[config.mk]
export PLATFORM = sky130hd
export DESIGN_NAME = seq_scan_ctrl
export DESIGN_NICKNAME = d
export VERILOG_FILES = /design/src/rtl/seq_scan_ctrl.sv
export SDC_FILE = /design/constraint.sdc
export NUM_CORES = 1
export LEC_CHECK = 0
export ABC_AREA = 1
export BUFFER_PORTS_ARGS = -buffer_cell sky130_fd_sc_hd__buf_4
export CAP_MARGIN = 20
export CELL_PAD_IN_SITES_DETAIL_PLACEMENT = 0
export CELL_PAD_IN_SITES_GLOBAL_PLACEMENT = 2
export CORE_MARGIN = 5
export CORE_UTILIZATION = 30
export CTS_CLUSTER_DIAMETER = 60
export DETAILED_ROUTE_END_ITERATION = 8
export PLACE_DENSITY = 0.84
export REMOVE_ABC_BUFFERS = 1
export SYNTH_ARGS = -nofsm -noshare
export SYNTH_HDL_FRONTEND = slang
export SYNTH_SLANG_ARGS = --single-unit
[constraint.sdc]
create_clock -name clk -period 2.55 [get_ports clk]
set_input_delay 0.1275 -clock clk [delete_from_list [all_inputs] [get_ports clk]]
set_output_delay 0.1275 -clock clk [all_outputs]
set_load 0.1 [all_outputs]
[src/rtl/seq_scan_ctrl.sv]
// Word-to-bit sequencer around an overlapping serial pattern detector.
// Accepts a word, shifts it MSB-first through the detector, returns the hit count.
module seq_scan_ctrl #(
  parameter int unsigned      WORD_W = 8,
  parameter int unsigned      PAT_W  = 4,
  parameter logic [PAT_W-1:0] PAT    = 4'b1101,
  parameter int unsigned      CNT_W  = 4
) (
  input  logic              clk,
  input  logic              rst_n,
  input  logic              in_valid,
  output logic              in_ready,
  input  logic [WORD_W-1:0] in_word,
  input  logic              keep_hist,
  input  logic              abort,
  output logic              hit,
  output logic              busy,
  output logic              out_valid,
  input  logic              out_ready,
  output logic [CNT_W-1:0]  match_cnt
);

  localparam int unsigned BIT_W   = $clog2(WORD_W + 1);
  localparam int unsigned FILL_W  = $clog2(PAT_W + 1);
  localparam int unsigned FILL_W1 = FILL_W + 1;

  localparam logic [1:0] S_IDLE  = 2'd0;
  localparam logic [1:0] S_SHIFT = 2'd1;
  localparam logic [1:0] S_DONE  = 2'd2;

  logic [1:0]        state_q, state_d;
  logic [WORD_W-1:0] shreg_q, shreg_d;
  logic [PAT_W-1:0]  hist_q, hist_d;
  logic [FILL_W-1:0] fill_q, fill_d;
  logic [BIT_W-1:0]  bitcnt_q, bitcnt_d;
  logic [CNT_W-1:0]  cnt_q, cnt_d;
  logic [CNT_W-1:0]  match_cnt_d;
  logic              hit_d, busy_d, out_valid_d, in_ready_d;

  logic              bit_c;
  logic [PAT_W-1:0]  nh_c;
  logic              fill_ok_c;
  logic              match_c;

  // Detector view of the bit currently leaving the shift register
  always_comb begin
    bit_c     = shreg_q[WORD_W-1];
    nh_c      = {hist_q[PAT_W-2:0], bit_c};
    fill_ok_c = (FILL_W1'(fill_q) + FILL_W1'(1)) >= FILL_W1'(PAT_W);
    match_c   = (nh_c == PAT) && fill_ok_c;
  end

  // Next-state and registered-output logic
  always_comb begin
    state_d     = state_q;
    shreg_d     = shreg_q;
    hist_d      = hist_q;
    fill_d      = fill_q;
    bitcnt_d    = bitcnt_q;
    cnt_d       = cnt_q;
    match_cnt_d = match_cnt;
    hit_d       = 1'b0;

    if (abort) begin
      state_d = S_IDLE;
      hist_d  = '0;
      fill_d  = '0;
    end else begin
      case (state_q)
        S_IDLE: begin
          if (in_valid && in_ready) begin
            state_d  = S_SHIFT;
            shreg_d  = in_word;
            bitcnt_d = BIT_W'(WORD_W);
            cnt_d    = '0;
            if (!keep_hist) begin
              hist_d = '0;
              fill_d = '0;
            end
          end
        end
        S_SHIFT: begin
          shreg_d  = shreg_q << 1;
          hist_d   = nh_c;
          fill_d   = (fill_q == FILL_W'(PAT_W)) ? fill_q : fill_q + FILL_W'(1);
          cnt_d    = cnt_q + CNT_W'(match_c);
          hit_d    = match_c;
          bitcnt_d = bitcnt_q - BIT_W'(1);
          if (bitcnt_q == BIT_W'(1)) begin
            state_d     = S_DONE;
            match_cnt_d = cnt_q + CNT_W'(match_c);
          end
        end
        S_DONE: begin
          if (out_ready) state_d = S_IDLE;
        end
        default: state_d = S_IDLE;
      endcase
    end

    in_ready_d  = (state_d == S_IDLE);
    busy_d      = (state_d == S_SHIFT);
    out_valid_d = (state_d == S_DONE);
  end

  always_ff @(posedge clk or negedge rst_n) begin
    if (!rst_n) begin
      state_q   <= S_IDLE;
      shreg_q   <= '0;
      hist_q    <= '0;
      fill_q    <= '0;
      bitcnt_q  <= '0;
      cnt_q     <= '0;
      match_cnt <= '0;
      hit       <= 1'b0;
      busy      <= 1'b0;
      out_valid <= 1'b0;
      in_ready  <= 1'b1;
    end else begin
      state_q   <= state_d;
      shreg_q   <= shreg_d;
      hist_q    <= hist_d;
      fill_q    <= fill_d;
      bitcnt_q  <= bitcnt_d;
      cnt_q     <= cnt_d;
      match_cnt <= match_cnt_d;
      hit       <= hit_d;
      busy      <= busy_d;
      out_valid <= out_valid_d;
      in_ready  <= in_ready_d;
    end
  end

endmodule

==> metrics.md, run 1 <==
| Metric | Value |
|---|---|
| Slew Limit Fails | 0 |
| Fraction of layout instances using a drive strength above 1 | a little under a fifth |
| Die Width | just over 80 um |
| Die footprint | slightly below 0.007 sq mm |
| Library cell occupying the most area in the post-synthesis netlist | dfrtp_1 |
| Cell with the most instances after synthesis | nand2_1 |
| Clock period minus final worst setup slack | about 1700 ps |
| Starting density of the core | 30.7% |
| Post-CTS setup buffer count | 0 |
| Global router's overall resource usage | approximately 11% |
| First-pass DRT Iterations | 4 |
| Clock transition at the registers of the reported paths | about 70 ps |
| Root Buffer | clkbuf_8 |
| Count of hold buffers inserted by post-cts repair | 1 |
| Final WL | roughly 3.2 mm |
| Hold depth | 3 |
| Final worst-path cycle share | 66.5% |
| HPWL after DPL | 2.24 mm |
| Final RePlAce weighted congestion | approximately 0.72 |
| Seq/Total Area, Yosys | roughly half |
| Maximum operating frequency | a little under 600 MHz |
| Power per standard cell area | 819 mW/mm^2 |
| Number of failing setup endpoints in the final timing report | 0 |
| Number of cell rows | 26 |
| I/O pin count | 22 |
| Total congestion overflow | 0 |
| Count of cell types in the netlist | 22 |
| Average via count per standard cell | about 4.2 |
| Yosys top cell area share | about half |
| Start point of the critical path | fill_q[0] |
| Internal cell power | between 0.9 and 1 mW |
| ANT nets after route | 0 |
| WL per Instance | ~11 um |
| Clock power frac | between 20% and 30% |
| Number of synthesized register bits | 32 |
| EDFF count, synth | 0 |
| Total negative slack for setup checks | 0 ps |
| Switching Fraction | 35.6% |
| DRC viols | 0 |
| Crit path required time | 2760 ps |
| Top_reg_cell synth | dfrtp_1 |
| Number of global-route vias before repair | ~1,200 |
| Antenna violations before repair | 0 |
| Clock Skews | slightly above 8 ps |
| Class of the tightest hold or removal check | input port to register |
| Maximum number of pins on one net before global-route repair | 33 |
| Number of failing hold endpoints at the final stage | 0 |
| Data arrival time of the critical path | 1900 ps |
| Global-route wire length before repair | around 5.4 mm |
| Hold wc startpoint | in_word[0] |
| Startpoint types | register |
| Flop2flop setup slack | around 860 ps |
| Summed instance area of the synthesized netlist | between 0.0015 and 0.002 sq mm |
| CTS tree | done |
| Most numerous cell types in the synthesized netlist | nand2_1 (83), dfrtp_1 (31), inv_1 (16) |
| Vias after detailed routing | roughly 1,200 |
| Area growth, synth to finish | 21.1% |
| Relative slew slack | 71.7% |
| Synthesized netlist cell count | 190 |
| Max-cap check violation count | 0 |
| Synthesized area per cell | around 8.2 sq um |
| Least-Margin Pin Slew | approximately 420 ps |
| Unrepaired setup endpoints after global routing | no |
| Total Power | between 1.5 and 2 mW |
| First-iteration detailed-routing DRC count | 34 |
| Net count reported at finish | 237 |
| Clock latency reported for the late side of the worst-skew pair | between 200 and 300 ps |
| Number of diodes added for antenna fixing | 0 |
| Number of warnings reported in the yosys synthesis log | 0 |
| Sink count of the clock tree | 32 |
| Height of the die | between 80 and 90 um |
| R2R Path End | match_cnt[2] |
| WS Path Type | register to register |
| Power share of the combinational group | 28.3% |
| Reg2Reg Depth | 9 |
| Top cells by area in the synthesized netlist | dfrtp_1 (50%), nand2_1 (20%), ha_1 (4.8%) |
| Core area | between 0.005 and 0.006 sq mm |
| Power share of the sequential group | 44.6% |
| Nature of the critical path endpoint | register |
| Total leakage power | between 1 and 1.5 nW |
| Run status | finished clean |
| Share of flip-flops with an asynchronous set or reset after synthesis | 100% |
| Count of cells resized by post-cts repair | 0 |
| Max Fanout on Critical Path | 5 |
| Worst r2r src | fill_q[0] |
| Net switching power | approximately 0.55 mW |
| Number of input and output port buffers inserted | 21 |
| Number of H-tree levels | 2 |
| Destination of the worst hold path | shreg_q[0] |
| Total CTS buffers | 5 |
| Worst-case vdd ir drop | between 400 and 500 uV |
| Number of buffers between clock root and the deepest sink | 2 |
registers in the layout, summed over array words and instances, names as in the netlist:
name       cells
match_cnt      4
state_q        2
busy           1
bitcnt_q       4
in_ready       1
cnt_q          4
out_valid      1
fill_q         3
hist_q         3
shreg_q        8
hit            1
cell type report:
type                    count  area (sq um)
inverters                  20          75.1
well taps                  70          87.6
clock buffers               7          96.3
flip-flops and latches     32           802
repair buffers             22           168
multi-input cells         136           658
fillers                   571          3190
through the flow:
step	hold slack [ps]	util (%)	cells	instance area, sq um	worst slack [ps]
final	63.1	37.2	287	1890	855
after global routing	65.4	37.2	287	1890	647
after CTS	57.0	37.2	287	1890	843
after detailed placement	96.6	35.1	279	1780	870
after global placement	98.9	35.1	279	1780	891
after floorplan	-168	-	188	1540	963
worst max-delay path, cell delays in order, from the launching register on:
cell	delay, ps
dfrtp_1	410
ha_1	220
nand2_1	60
nand2_1	60
a21oi_1	160
ha_1	190
ha_1	160
xor2_1	140
nand2_1	80
o21ai_1	120
per-layer routing:
layer	GRT usage, %	wire length, um	vias to the layer above
li1	-	-	638
met1	14.2	1630	531
met3	3.51	141	6
met4	4.49	41	0
met5	0	0	-
met2	16.4	1370	22
worst max-delay path by stage:
stage,end,slack [ps],cells past startpoint
5_1_grt,match_cnt[2],650,10
3_5_place_dp,match_cnt[2],870,9
2_1_floorplan,match_cnt[2],960,10
4_1_cts,match_cnt[2],840,9
6_report,match_cnt[2],860,9
3_3_place_gp,match_cnt[2],890,10
cell usage in the layout, fill, tap and decap left out, types with 2 or more instances in the layout:
cell type and n:
a21oi_1 2, buf_4 21, clkbuf_8 7, dfrtp_1 31, ha_1 6, inv_1 16
inv_2 4, nand2_1 83, nand2_2 2, nand3_1 12, nor2_1 13, nor2_4 2
o21ai_0 4, o21ai_1 2, o22ai_1 3
cell families (layout without fill, tap and decap cells):
group | Yosys count | count (layout) | share of synthesized area (%)
DFF | 32 | 32 | 51.5
adders and majority gates | 6 | 6 | 4.82
buffers and inverters | 22 | 49 | 6.26
and+or+nand+nor | 117 | 117 | 32.5
AOI/OAI and AO/OA | 11 | 11 | 3.78
xor gates and xnor gates | 2 | 2 | 1.12
power by group through the flow:
stage | registers (mW) | clock network, mW | logic (mW)
after global placement | 0.694 | 0 | 0.444
after detailed placement | 0.697 | 0 | 0.446
after global routing | 0.704 | 0.456 | 0.501
final | 0.689 | 0.419 | 0.437
after floorplan | 0.751 | 0 | 0.269
after CTS | 0.690 | 0.432 | 0.448
No activity file was read; power rests on OpenSTA's default activity.
==> inputs of run 2 (changes only) <==
Settings changed: ABC_AREA 1 to 0, PLACE_DENSITY 0.84 to 0.77.
Clock period 2.55 ns to 1.6 ns, I/O delays scaled along.
==> run 2 against run 1 <==
Compared with the run above:
- the run now ends with negative setup slack left
- critical path depth stayed put
- hold slack worse by 37 ps
- clock power is 44% higher
- non-clock buffer count is 21 higher
- count of clock-buffer cells in the layout is 1 lower
- global-route usage is 0.46 points higher
- final cell count is 16% lower
- total power is 49% higher
- largest cell class unchanged
==> metrics.md, run 2 <==
| Metric | Value |
|---|---|
| Run status | finished, violations left (was finished clean) |
| Violated checks | negative setup slack |
| R2R Path End | match_cnt[3] (was match_cnt[2]) |
| EDFF count, synth | 0 (unchanged) |
| Number of H-tree levels | 2 (unchanged) |
| Clock Skews | 8.71 ps (was 8.10 ps) |
| Largest stage delay, worst path | 410 ps (about the same) |
| Synthesized area per cell | 12.2 sq um (was 8.20 sq um) |
| WS Path Type | register to register (unchanged) |
| Antenna violations before repair | 0 (unchanged) |
| Yosys top cell area share | 50.9% (was 49.8%) |
| Most numerous cell types in the synthesized netlist | dfrtp_1 (31), mux2_2 (18), inv_1 (8) (was nand2_1 (83), dfrtp_1 (31), inv_1 (16)) |
| Buffers plus inverters on the worst setup path | 1 (was 0) |
| Library cell occupying the most area in the post-synthesis netlist | dfrtp_1 (unchanged) |
| Cell-by-cell trace of the critical path | ha_4 -> nand2_4 -> a21oi_4 -> nor3_2 -> ha_2 -> buf_6 -> nand3_4 -> xnor2_2 -> mux2_2 (was ha_1 -> nand2_1 -> nand2_1 -> a21oi_1 -> ha_1 -> ha_1 -> xor2_1 -> nand2_1 -> o21ai_1) |
| Height of the die | 81.3 um (was 82.1 um) |
| Global router's overall resource usage | 11.3% (was 10.8%) |
| HPWL after DPL | 2.29 mm (was 2.24 mm) |
| Worst r2r src | fill_q[1] (was fill_q[0]) |
| Seq/Total Area, Yosys | 52.6% (was 51.5%) |
| Top_reg_cell synth | dfrtp_1 (unchanged) |
| Startpoint types | register (unchanged) |
| Final RePlAce weighted congestion | 0.748 (was 0.723) |
| Max Fanout on Critical Path | 3 (was 5) |
| Starting density of the core | 30.4% (was 30.7%) |
| First-iteration detailed-routing DRC count | 59 (was 34) |
| Count of cell types in the netlist | 39 (was 22) |
| Synthesized netlist cell count | 125 (was 190) |
| Clock period minus final worst setup slack | 1780 ps (was 1690 ps) |
| Final WL | 3.37 mm (was 3.18 mm) |
| Relative slew slack | 72.6% (was 71.7%) |
| Sink count of the clock tree | 32 (unchanged) |
| Least-Margin Pin Slew | 412 ps (was 424 ps) |
| Crit path required time | 1760 ps (was 2760 ps) |
| Summed instance area of the synthesized netlist | 0.00152 sq mm (was 0.00156 sq mm) |
| Nature of the critical path endpoint | register (unchanged) |
| Critical path destination | match_cnt[3] (was match_cnt[2]) |
| Number of buffers between clock root and the deepest sink | 2 (unchanged) |
| Number of failing hold endpoints at the final stage | 0 (unchanged) |
| Number of input and output port buffers inserted | 21 (unchanged) |
| Total leakage power | 0.976 nW (was 1.02 nW) |
| Global-route wire length before repair | 5.51 mm (was 5.41 mm) |
| Vias after detailed routing | 1,149 (was 1,197) |
| Hold depth | 3 (unchanged) |
| Top cells by area in the synthesized netlist | dfrtp_1 (51%), mux2_2 (13%), ha_1 (4.9%) (was dfrtp_1 (50%), nand2_1 (20%), ha_1 (4.8%)) |
| Unrepaired setup endpoints after global routing | yes (was no) |
| Max-cap check violation count | 0 (unchanged) |
| Number of failing setup endpoints in the final timing report | 5 (was 0) |
| I/O pin count | 22 (unchanged) |
| Final worst-path cycle share | 111% (was 66.5%) |
| Placed cell areas | 0.00185 sq mm (was 0.00178 sq mm) |
| Gate family responsible for the most delay along the worst path | adder cells (unchanged) |
| Final standard cell utilization of the core | 42.0% (was 37.2%) |
| Slew Limit Fails | 0 (unchanged) |
| Flop2flop setup slack | -180 ps (was 860 ps) |
| Root Buffer | clkbuf_8 (unchanged) |
| Area growth, synth to finish | 38.1% (was 21.1%) |
| Worst Slack Setup Final | -180 ps (was 855 ps) |
| Finished Layout Cells | 241 (was 287) |
| Number of gates on the worst path with buffers counted | 9 (unchanged) |
| DRC viols | 0 (unchanged) |
| Cell with the most instances after synthesis | dfrtp_1 (was nand2_1) |
| Number of cell rows | 26 (unchanged) |
| Number of placed cells counting well taps | 225 (was 279) |
| Number of diodes added for antenna fixing | 0 (unchanged) |
| Maximum number of pins on one net before global-route repair | 33 (unchanged) |
| Reg2Reg Depth | 9 (unchanged) |
| Fraction of layout instances using a drive strength above 1 | 49.1% (was 18.4%) |
| Max reg flops | 8 (unchanged) |
| Power per standard cell area | 1090 mW/mm^2 (was 819 mW/mm^2) |
| Average via count per standard cell | 4.77 (was 4.17) |
| Die Width | 81.3 um (was 82.1 um) |
| Number of warnings reported in the yosys synthesis log | 0 (unchanged) |
| Number of synthesized register bits | 32 (unchanged) |
| WL per Instance | 14.0 um (was 11.1 um) |
| Net count reported at finish | 190 (was 237) |
| ANT nets after route | 0 (unchanged) |
| Worst-case vdd ir drop | 554 uV (was 438 uV) |
| Total CTS buffers | 5 (unchanged) |
| Clock latency reported for the late side of the worst-skew pair | 280 ps (about the same) |
| Number of global-route vias before repair | 1,230 (was 1,193) |
| Register name with the most flops | shreg_q (unchanged) |
| Fill cell count | 494 (was 571) |
| Most common cell after layout, fill and taps aside | buf_4 (was nand2_1) |
| Most used cells in the layout excluding fill and tap cells | buf_4 (39), dfrtp_1 (30), mux2_2 (17) (was nand2_1 (83), dfrtp_1 (31), buf_4 (21)) |
| Clock transition at the registers of the reported paths | 70 ps (about the same) |
| Data arrival time of the critical path | 1950 ps (was 1900 ps) |
| First-pass DRT Iterations | 4 (unchanged) |
| Total congestion overflow | 0 (unchanged) |
| Start point of the critical path | fill_q[1] (was fill_q[0]) |
| Core area | 0.00501 sq mm (was 0.00507 sq mm) |
| Class of the tightest hold or removal check | input port to register (unchanged) |
| Share of flip-flops with an asynchronous set or reset after synthesis | 100% (unchanged) |
| Die footprint | 0.00661 sq mm (was 0.00673 sq mm) |
| CTS tree | done (unchanged) |
| Master of the slowest instance on the critical path | dfrtp_1 (unchanged) |
| Maximum operating frequency | 562 MHz (was 590 MHz) |
| Final std cell area, no fill | 0.00210 sq mm (was 0.00189 sq mm) |
## run 2: cell types whose count changed in the layout (fill, tap and decap cells not counted), moves of 4 or more
cell,change
nand2_1,-78
buf_4,+18
mux2_2,+17
nor2_1,-13
nand3_1,-11
inv_1,-8
a22o_1,+6
inv_2,-4
## run 2: how the worst min path moves through the flow
stage / slack (ps) / end / startpoint
6_report: 30 / shreg_q[0] / in_word[0]
2_1_floorplan: -220 / bitcnt_q[0] / rst_n
3_5_place_dp: 50 / bitcnt_q[1] / rst_n
3_3_place_gp: 40 / bitcnt_q[3] / rst_n
5_1_grt: 20 / shreg_q[0] / in_word[0]
4_1_cts: 30 / shreg_q[0] / in_word[0]
## run 2: final cells by class
cell class | instances | area, sq um | share of cell area, %
Clock inverter | 2 | 12.5 | 0.595
Multi-Input combinational cell | 80 | 763 | 36.3
Clock buffer | 6 | 72.6 | 3.45
Tap cell | 70 | 87.6 | 4.16
Sequential cell | 32 | 803 | 38.2
Timing Repair Buffer | 43 | 335 | 15.9
Inverter | 8 | 30.0 | 1.43
## run 2: logic make-up after synthesis
| logic type | after synthesis | synth area share, % |
|---|---|---|
| and+or+nand+nor | 26 | 10.5 |
| DFF | 32 | 52.6 |
| muxes | 19 | 14.0 |
| AOI/OAI and AO/OA | 27 | 13.2 |
| xor gates and xnor gates | 2 | 1.15 |
| buffers and inverters | 13 | 3.61 |
| adders and majority gates | 6 | 4.93 |
## run 2: what timing repair did
action,CTS,global route
buffers inserted,6,1
pin swaps,7,7
hold endpoints to repair,33,0
gates cloned,0,0
hold buffers,2,0
gates resized for setup,9,14
setup endpoints to repair,6,18
## run 2: per-stage QoR
stage / power [mW] / TNS, ps / worst slack, ps / hold slack, ps
finish: 2.30 / -579 / -180 / 26.3
global placement: 1.66 / -650 / -193 / 36.3
floorplan: 1.46 / -4230 / -339 / -216
CTS: 2.31 / -826 / -264 / 25.8
global route: 2.43 / -1010 / -269 / 23.3
detailed placement: 1.69 / -1020 / -292 / 46.5
## run 2: tightest hold or removal path, stage by stage
cell     delay (ps)
buf_4           110
inv_1            40
mux2i_1          50
## run 2: where the power goes
group	total, mW	leakage [nW]	internal [mW]	switching (mW)
registers	1.08	0.415	0.975	0.107
clock network	0.602	0.0412	0.304	0.298
logic	0.613	0.520	0.306	0.307
## run 2: metal layers
metal	vias to the layer above	GRT usage, %	routed length (um)
li1	550	-	-
met1	578	12.5	1410
met2	18	19.3	1800
met3	3	4.66	130
met4	0	4.05	29
met5	-	0	0
==> inputs of run 3 (changes only) <==
Settings changed: CORE_ASPECT_RATIO from default to 1.1.
Clock period 1.6 ns to 1.9 ns, I/O delays scaled along.
==> run 3 against run 2 <==
Compared with the run above:
- the flow now finishes without violations
- largest cell class unchanged
- critical path type unchanged
- final cell count decreased by 10%
- via count down 6.2%
- setup slack improved by 310 ps
- final area decreased by 8.0%
- non-clock buffer count down 12
- global-route usage decreased by 1.1 points
- sequential power shrank 15%
- hold slack worse by 7.0 ps
- utilization is 3.0 points lower
- critical path depth is the same
==> metrics.md, run 3 (synthesis gave the netlist of run 2 again) <==
| Metric | Value |
|---|---|
| Run status | finished clean (was finished, violations left) |
| Fraction of layout instances using a drive strength above 1 | 41.5% (was 49.1%) |
| Number of buffers between clock root and the deepest sink | 2 (unchanged) |
| Number of H-tree levels | 2 (unchanged) |
| Number of input and output port buffers inserted | 21 (unchanged) |
| Area growth, synth to finish | 27.0% (was 38.1%) |
| First-iteration detailed-routing DRC count | 51 (was 59) |
| Least-Margin Pin Slew | 411 ps (was 412 ps) |
| Clock Skews | 6.78 ps (was 8.71 ps) |
| Final worst-path cycle share | 93.1% (was 111%) |
| Root Buffer | clkbuf_8 (unchanged) |
| Global router's overall resource usage | 10.2% (was 11.3%) |
| DRC viols | 0 (unchanged) |
| Register name with the most flops | shreg_q (unchanged) |
| Core area | 0.00497 sq mm (was 0.00501 sq mm) |
| First-pass DRT Iterations | 4 (unchanged) |
| HPWL after DPL | 2.24 mm (was 2.29 mm) |
| CTS tree | done (unchanged) |
| Clock transition at the registers of the reported paths | 70 ps (about the same) |
| Final WL | 3.13 mm (was 3.37 mm) |
| I/O pin count | 22 (unchanged) |
| Power per standard cell area | 999 mW/mm^2 (was 1090 mW/mm^2) |
| Clock latency reported for the late side of the worst-skew pair | 280 ps (about the same) |
| Most common cell after layout, fill and taps aside | dfrtp_1 (was buf_4) |
| Average via count per standard cell | 4.97 (was 4.77) |
| Total leakage power | 0.887 nW (was 0.976 nW) |
| WS Path Type | register to register (unchanged) |
| Max-cap check violation count | 0 (unchanged) |
| Final std cell area, no fill | 0.00194 sq mm (was 0.00210 sq mm) |
| Number of placed cells counting well taps | 204 (was 225) |
| Number of diodes added for antenna fixing | 0 (unchanged) |
| Slew Limit Fails | 0 (unchanged) |
| Height of the die | 84.8 um (was 81.3 um) |
| Placed cell areas | 0.00177 sq mm (was 0.00185 sq mm) |
| Number of cell rows | 27 (was 26) |
| Number of failing setup endpoints in the final timing report | 0 (was 5) |
| Final RePlAce weighted congestion | 0.751 (was 0.748) |
| Cell-by-cell trace of the critical path | ha_2 -> nand2_2 -> a21oi_2 -> nor3_2 -> ha_2 -> ha_4 -> nor4b_2 -> o41ai_1 -> o21ai_1 (was ha_4 -> nand2_4 -> a21oi_4 -> nor3_2 -> ha_2 -> buf_6 -> nand3_4 -> xnor2_2 -> mux2_2) |
| Max reg flops | 8 (unchanged) |
| Startpoint types | register (unchanged) |
| Class of the tightest hold or removal check | input port to register (unchanged) |
| Relative slew slack | 72.4% (was 72.6%) |
| Finished Layout Cells | 217 (was 241) |
| Nature of the critical path endpoint | register (unchanged) |
| Number of failing hold endpoints at the final stage | 0 (unchanged) |
| Antenna violations before repair | 0 (unchanged) |
| Largest stage delay, worst path | 400 ps (was 410 ps) |
| Number of global-route vias before repair | 1,159 (was 1,230) |
| Starting density of the core | 30.7% (was 30.4%) |
| Worst-case vdd ir drop | 500 uV (was 554 uV) |
| Cell repeated most along the worst path | ha_2 |
| Maximum operating frequency | 565 MHz (was 562 MHz) |
| Crit path required time | 2060 ps (was 1760 ps) |
| Unrepaired setup endpoints after global routing | no (was yes) |
| Global-route wire length before repair | 5.39 mm (was 5.51 mm) |
| Max Fanout on Critical Path | 3 (unchanged) |
| Vias after detailed routing | 1,078 (was 1,149) |
| Sink count of the clock tree | 32 (unchanged) |
| Worst hold margin | 19.3 ps (was 26.3 ps) |
| Most used cells in the layout excluding fill and tap cells | dfrtp_1 (31), buf_4 (30), mux2_2 (18) (was buf_4 (39), dfrtp_1 (30), mux2_2 (17)) |
| Master of the slowest instance on the critical path | dfrtp_1 (unchanged) |
| Net count reported at finish | 178 (was 190) |
| Maximum number of pins on one net before global-route repair | 33 (unchanged) |
| Die Width | 78.0 um (was 81.3 um) |
| Die footprint | 0.00661 sq mm (about the same) |
| ANT nets after route | 0 (unchanged) |
| Clock period minus final worst setup slack | 1770 ps (was 1780 ps) |
| Total CTS buffers | 5 (unchanged) |
| Data arrival time of the critical path | 1930 ps (was 1950 ps) |
| Total congestion overflow | 0 (unchanged) |
| WL per Instance | 14.4 um (was 14.0 um) |
run 3: cell types whose count changed in the layout (fill, tap and decap cells not counted), sizes merged:
cell	change
clkbuf	+1
dlygate4sd3	-1
clkinv	-1
buf	-11
run 3: layout make-up:
type | instances | area [sq um]
Clock buffer | 7 | 86.3
Clock inverter | 1 | 7.51
Fill cell | 473 | 3030
Inverter | 8 | 30.0
Multi-Input combinational cell | 80 | 702
Sequential cell | 32 | 802
Tap cell | 58 | 72.6
Timing Repair Buffer | 31 | 235
run 3: worst paths after layout:
kind | start | slack [ps] | end | depth (start not counted)
max in group asynchronous | rst_n | 1280 | in_ready | 2
worst max register to register | fill_q[1] | 130 | cnt_q[2] | 9
worst min-delay path | out_ready | 20 | state_q[1] | 2
min in group asynchronous | rst_n | 290 | bitcnt_q[0] | 2
worst max-delay path | fill_q[1] | 130 | cnt_q[2] | 9
worst min register to register | shreg_q[3] | 500 | shreg_q[3] | 1
run 3: per-layer routing:
layer / share of wire (%) / global-route usage (%)
met1: 44 / 12.2
met5: 0 / 0
met3: 5.9 / 4.40
met4: 0.61 / 2.92
met2: 49 / 16.6
run 3: timing repair:
action | 4_1_cts | 5_1_grt
setup endpoints to repair | 1 | 1
resized for setup | 8 | 1
pin swaps | 5 | 1
hold endpoints to repair | 31 | 0
buffers inserted | 4 | 0
hold buffers | 1 | 0
run 3: where the power goes:
group | internal [mW] | leakage, nW | switching [mW]
clock | 0.294 | 0.0445 | 0.244
combinational | 0.233 | 0.426 | 0.247
sequential | 0.821 | 0.417 | 0.0928
run 3: through the flow:
step | power (mW) | setup slack [ps] | TNS, ps | utilization (%)
floorplan | 1.23 | -39.1 | -274 | -
global placement | 1.36 | 88.2 | 0 | 35.6
detailed placement | 1.39 | -3.67 | -3.67 | 35.6
CTS | 1.95 | 11.0 | 0 | 38.9
global route | 2.05 | 21.1 | 0 | 39.0
finish | 1.93 | 130 | 0 | 39.0
run 3: worst max-delay path, delay by kind of cell (launching register included):
family / cells / cell delay (ps)
adders and majority gates: 3 / 590
DFF: 1 / 400
and+or+nand+nor: 3 / 280
AOI/OAI and AO/OA: 3 / 390
